[src/rtl/poly_sqrt_pipe.sv]
// Three-stage piecewise-linear square-root unit with run-time loadable segment tables,
// a single global stall (valid/ready) and output saturation.
module poly_sqrt_pipe #(
   parameter int DIN_W      = 31,
   parameter int SEG_BITS   = 6,
   parameter int C1_W       = 12,
   parameter int C0_W       = 20,
   parameter int DOUT_W     = 17,
   parameter int PROD_SHIFT = 23,
   parameter int C0_SHIFT   = 4,
   parameter int ROUND      = 0
) (
   input  logic                clock,
   input  logic                reset,
   input  logic                in_valid,
   output logic                in_ready,
   input  logic [DIN_W-1:0]    Datain,
   output logic                out_valid,
   input  logic                out_ready,
   output logic [DOUT_W-1:0]   DataOut,
   output logic                sat,
   input  logic                cfg_we,
   input  logic [SEG_BITS-1:0] cfg_addr,
   input  logic [C1_W-1:0]     cfg_c1,
   input  logic [C0_W-1:0]     cfg_c0
);

   localparam int DEPTH = 1 << SEG_BITS;
   localparam int PW    = DIN_W + C1_W;
   localparam int SUM_W = ((PW > C0_W) ? PW : C0_W) + 2;
   localparam logic [SUM_W-1:0] RND_ADD =
      (ROUND != 0) ? (SUM_W'(1) << (PROD_SHIFT - 1)) : '0;

   logic [C1_W-1:0]     c1_tab_q [DEPTH];
   logic [C1_W-1:0]     c1_tab_d [DEPTH];
   logic [C0_W-1:0]     c0_tab_q [DEPTH];
   logic [C0_W-1:0]     c0_tab_d [DEPTH];

   logic [DIN_W-1:0]    x1_q, x1_d;
   logic [C1_W-1:0]     c1_1_q, c1_1_d;
   logic [C0_W-1:0]     c0_1_q, c0_1_d;
   logic                v1_q, v1_d;
   logic [PW-1:0]       prod_q, prod_d;
   logic [C0_W-1:0]     c0_2_q, c0_2_d;
   logic                v2_q, v2_d;
   logic [DOUT_W-1:0]   dout_q, dout_d;
   logic                sat_q, sat_d;
   logic                out_valid_q, out_valid_d;

   logic                en;
   logic [SEG_BITS-1:0] seg;
   logic [SUM_W-1:0]    p_full;
   logic [SUM_W-1:0]    sum;
   logic                sum_sat;
   logic [DOUT_W-1:0]   sum_dout;

   assign seg       = Datain[DIN_W-1 -: SEG_BITS];
   assign en        = !out_valid_q || out_ready;
   assign in_ready  = en;
   assign out_valid = out_valid_q;
   assign DataOut   = dout_q;
   assign sat       = sat_q;

   // Lookups read the registered tables, so a same-cycle write is seen only by later samples.
   always_comb begin
      c1_tab_d = c1_tab_q;
      c0_tab_d = c0_tab_q;
      if (cfg_we) begin
         c1_tab_d[cfg_addr] = cfg_c1;
         c0_tab_d[cfg_addr] = cfg_c0;
      end
   end

   always_comb begin
      p_full   = (SUM_W'(prod_q) + RND_ADD) >> PROD_SHIFT;
      sum      = p_full + (SUM_W'(c0_2_q) >> C0_SHIFT);
      sum_sat  = |sum[SUM_W-1:DOUT_W];
      sum_dout = sum_sat ? '1 : sum[DOUT_W-1:0];
   end

   always_comb begin
      x1_d        = x1_q;
      c1_1_d      = c1_1_q;
      c0_1_d      = c0_1_q;
      v1_d        = v1_q;
      prod_d      = prod_q;
      c0_2_d      = c0_2_q;
      v2_d        = v2_q;
      dout_d      = dout_q;
      sat_d       = sat_q;
      out_valid_d = out_valid_q;
      if (en) begin
         x1_d        = Datain;
         c1_1_d      = c1_tab_q[seg];
         c0_1_d      = c0_tab_q[seg];
         v1_d        = in_valid;
         prod_d      = PW'(x1_q) * PW'(c1_1_q);
         c0_2_d      = c0_1_q;
         v2_d        = v1_q;
         dout_d      = sum_dout;
         sat_d       = sum_sat;
         out_valid_d = v2_q;
      end
   end

   always_ff @(posedge clock or negedge reset) begin
      if (!reset) begin
         for (int i = 0; i < DEPTH; i++) begin
            c1_tab_q[i] <= '0;
            c0_tab_q[i] <= '0;
         end
      end else begin
         c1_tab_q <= c1_tab_d;
         c0_tab_q <= c0_tab_d;
      end
   end

   always_ff @(posedge clock or negedge reset) begin
      if (!reset) begin
         x1_q        <= '0;
         c1_1_q      <= '0;
         c0_1_q      <= '0;
         v1_q        <= 1'b0;
         prod_q      <= '0;
         c0_2_q      <= '0;
         v2_q        <= 1'b0;
         dout_q      <= '0;
         sat_q       <= 1'b0;
         out_valid_q <= 1'b0;
      end else begin
         x1_q        <= x1_d;
         c1_1_q      <= c1_1_d;
         c0_1_q      <= c0_1_d;
         v1_q        <= v1_d;
         prod_q      <= prod_d;
         c0_2_q      <= c0_2_d;
         v2_q        <= v2_d;
         dout_q      <= dout_d;
         sat_q       <= sat_d;
         out_valid_q <= out_valid_d;
      end
   end

endmodule

[config.mk]
export PLATFORM = sky130hd
export DESIGN_NAME = poly_sqrt_pipe
export DESIGN_NICKNAME = d
export VERILOG_FILES = /design/src/rtl/poly_sqrt_pipe.sv
export SDC_FILE = /design/constraint.sdc
export NUM_CORES = 2
export LEC_CHECK = 0
export CAP_MARGIN = 0
export CORE_ASPECT_RATIO = 0.8
export CORE_UTILIZATION = 56
export CTS_BUF_LIST = sky130_fd_sc_hd__clkbuf_8
export DETAILED_ROUTE_END_ITERATION = 7
export GPL_TIMING_DRIVEN = 0
export PLACE_DENSITY = 0.79
export SETUP_SLACK_MARGIN = 0.4
export SYNTH_ARGS = -nofsm -noshare
export SYNTH_HDL_FRONTEND = slang
export SYNTH_SLANG_ARGS = --single-unit
[constraint.sdc]
create_clock -name clock -period 6.77 [get_ports clock]
set_clock_uncertainty 0.05 [all_clocks]
set_input_delay 1.354 -clock clock [delete_from_list [all_inputs] [get_ports clock]]
set_output_delay 1.354 -clock clock [all_outputs]
set_load 0.02 [all_outputs]
==> impl_metrics.ini <==
[floorplanning]
chipWidth_um = 467.0
core_sq_um = 171900
start_util = 0.5636
num_io_pins = 94
dieArea_sq_um = 174600
die_h_um = 374.0
std_cell_rows = 136

[layout]
fillers = 12465
final_cell_mix = dfrtp_1 (1903), mux2_2 (1794), mux4_2 (587), nand2_1 (564), inv_1 (414)
layout-drive-gt1-share = 0.4108
final_common_cell = dfrtp_1
fin_nets = 7483
area_delta_synth_final_pct = 10.28

[timing]
setup_viol = 0
fin_crit_sh = 0.9285
setup_tns_ns = 0
relSlewSlack = -0.003919
hold_viol = 0
rsz0062_at_grt = true
fmax_ghz = 0.1591
period_needed_ns = 6.286
drv_slew = 11
worst-slew-pin-transition_ns = 1.500

[route]
vias = 59950
ant_nets = 0
wl_per_cell_um = 27.90
vias_per_cell = 6.289
totalWireLength_um = 266000
drc = 0
drtPass1Iterations = 7
first_iter_violations = 5922

[synth]
ys_seq_area_frac = 0.4929
synth-compound-area-share = 0.01236
synth_top_family_by_area = multiplexers
synth-edff-count = 0
avgSynthCellArea_sq_um = 14.57
synthMuxAreaShare = 0.3453
async_flop_share = 1.000
synth_top_flop_cell = dfrtp_1
yosys_warnings = 0
synth_area_leaders = dfrtp_1 (49%), mux2_2 (21%), mux4_2 (14%)
synth_top_area_share = 0.4929
synthDistinctLibCells = 66
synth_xor_area_frac = 0.002351
synth_top_area_cell = dfrtp_1
yosys.area_share.adder = 0.07195
ys_seq_elements = 1908
syn_area_sq_um = 96860
synth_fp_nets = 7104
synthCells = 6647
yosys.area_share.simple = 0.03926

[flow_run]
max-cap-violations = 1

[global_routing]
grt_pass1_vias = 62795
grt_overflow_total = 0
grt_max_degree = 194
grt_first_pass_wirelength_um = 402600
grt_antenna_before_repair = 26
grt_use_total = 0.3111

[outcome]
violations = capacitance limit, slew limit
outcome = finished with violations

[clocking]
cts_inserted_buffers = 313
cts_tree = yes
cts_root_buf = clkbuf_8
clkSinkCount = 1908
htree_levels = 5
cts.clk_slew.worst_paths_ns = 0.07
ctsHoldBuffers = 0
clkLatencyLatePin_ns = 1.04
clk_path_buf_depth = 4

[place]
portBuffers = 53
routabilityCongestion = 0.9786
hpwl_um = 196300

[setup_path]
critPathMaxFanout = 10
worstPathArrival_ns = 7.15
endpoint_kind = flop
startpoint_type = flop
critPathKind = flop to flop
worstPathRequired_ns = 7.63

[pwr]
switching_share = 0.3487
p_seq_frac = 0.387
power_frac_clock = 0.277
comb_power_share = 0.335
p_int_uw = 23580
power_uw = 36200
leakage_uw = 0.05008
p_sw_uw = 12620
cellPowerDensity_nw_per_um2 = 338.9
vdd_drop_max_mv = 0.2951

[worst_hold_path]
hp-class = input port to async pin
layout make-up:
cell class	count	area, sq um	share of cell area
clock buffers	393	5409	0.05064
inverters	320	1201	0.01124
repair buffers	64	850.8	0.007965
flip-flops and latches	1908	47750	0.4470
multi-input cells	3846	45660	0.4275
diodes	9	22.52	0.0002108
plain buffers	573	2355	0.02204
well taps	2277	2849	0.02667
clock inverters	142	719.4	0.006735
power groups by stage:
stage / clock network [uW] / registers [uW] / logic (uW)
floorplan: 0 / 13900 / 8290
global placement: 0 / 14300 / 11400
detailed placement: 0 / 14200 / 11800
CTS: 10100 / 14000 / 11900
global route: 10600 / 14200 / 13200
finish: 10000 / 14000 / 12100
registers in the layout (all words and copies together), names as in the netlist:
name       flops
v1_q           1
c1_tab_q     768
c1_1_q        12
prod_q        20
c0_2_q        16
sat            1
v2_q           1
c0_tab_q    1024
out_valid      1
x1_q          31
c0_1_q        16
DataOut       17
critical path, stage by stage, from the launching register on:
cell and delay [ns]:
dfrtp_1 0.54, clkbuf_1 0.36, and2_1 0.23, fa_1 0.42
fa_1 0.53, fa_1 0.46, fa_1 0.49, inv_1 0.05
fa_1 0.51, inv_1 0.05, ha_1 0.44, nand2_1 0.16
nor4_2 0.40, nand3_1 0.15, o221ai_1 0.39, o211ai_1 0.24
nand2b_1 0.20, mux2_2 0.36, a21oi_1 0.14
cells in the mapped netlist (all sizes together), types with 2 or more instances:
master	count
ha	93
xnor2	15
o31ai	2
o311ai	2
nand3	21
a2111oi	2
mux2	1794
a41oi	2
o21bai	5
mux2i	2
nor2b	11
a221oi	3
nand2	564
o21ai	35
and2	112
and3	10
buf	118
o211ai	19
or3	3
o21a	6
nand2b	8
a31oi	2
a21o	24
clkbuf	455
nand3b	7
o221ai	3
o31a	2
nor3	15
nand4b	3
nor2	87
fa	290
nor3b	5
mux4	587
nor4	4
inv	320
nand4	9
a211oi	8
o22ai	2
dfrtp	1908
a21oi	61
xor2	11
or4	2
what timing repair did:
item | in CTS | in global routing
cloned | 0 | 0
resized for setup | 18 | 88
setup endpoints to repair | 13 | 15
buffers inserted | 0 | 0
logic make-up (layout without fill, tap and decap cells):
logic type / count (synthesis) / count (layout)
buffers and inverters: 893 / 1492
flip-flops: 1908 / 1908
adder cells (fa/ha/maj): 383 / 383
multiplexers: 2383 / 2383
AND/OR/NAND/NOR: 867 / 867
AO/OA/AOI/OAI: 187 / 187
other: 0 / 9
XOR/XNOR: 26 / 26
final timing paths:
kind / slack, ns / from / end / depth (start not counted)
hold reg to reg: 0.42 / c0_1_q[9]$_DFFE_PN0P_ / c0_1_q[9]$_DFFE_PN0P_ / 2
max in group asynchronous: 2.52 / reset / c0_tab_q[1276]$_DFFE_PN0P_ / 6
hold / removal: 0.26 / reset / c1_tab_q[451]$_DFFE_PN0P_ / 1
setup / recovery: 0.48 / c1_1_q[9]$_DFFE_PN0P_ / prod_q[38]$_DFFE_PN0P_ / 18
setup reg to reg: 0.48 / c1_1_q[9]$_DFFE_PN0P_ / prod_q[38]$_DFFE_PN0P_ / 18
min in group clock: 0.42 / c0_1_q[9]$_DFFE_PN0P_ / c0_1_q[9]$_DFFE_PN0P_ / 2
routing by layer:
layer  global-route usage  up-vias  wire length, um
li1                     -    24351                -
met5                    0        -               36
met1               0.4359    32054           108500
met3               0.1063      598            29680
met4               0.1092        6             9837
met2               0.4543     2941           117900
stage by stage:
stage	utilization	hold WS (ns)	instance area, sq um	setup slack (ns)	cells
after floorplan	-	0.3800	96860	1.244	6647
after global placement	0.5833	0.4015	100200	-78.49	8977
after detailed placement	0.5851	0.4070	100600	0.05370	8988
after CTS	0.6210	0.3482	106700	0.3414	9523
after global routing	0.6215	0.3924	106800	0.3780	9527
final	0.6215	0.2631	106800	0.4837	9532
Note: power is estimated with default switching activity, not from simulation.
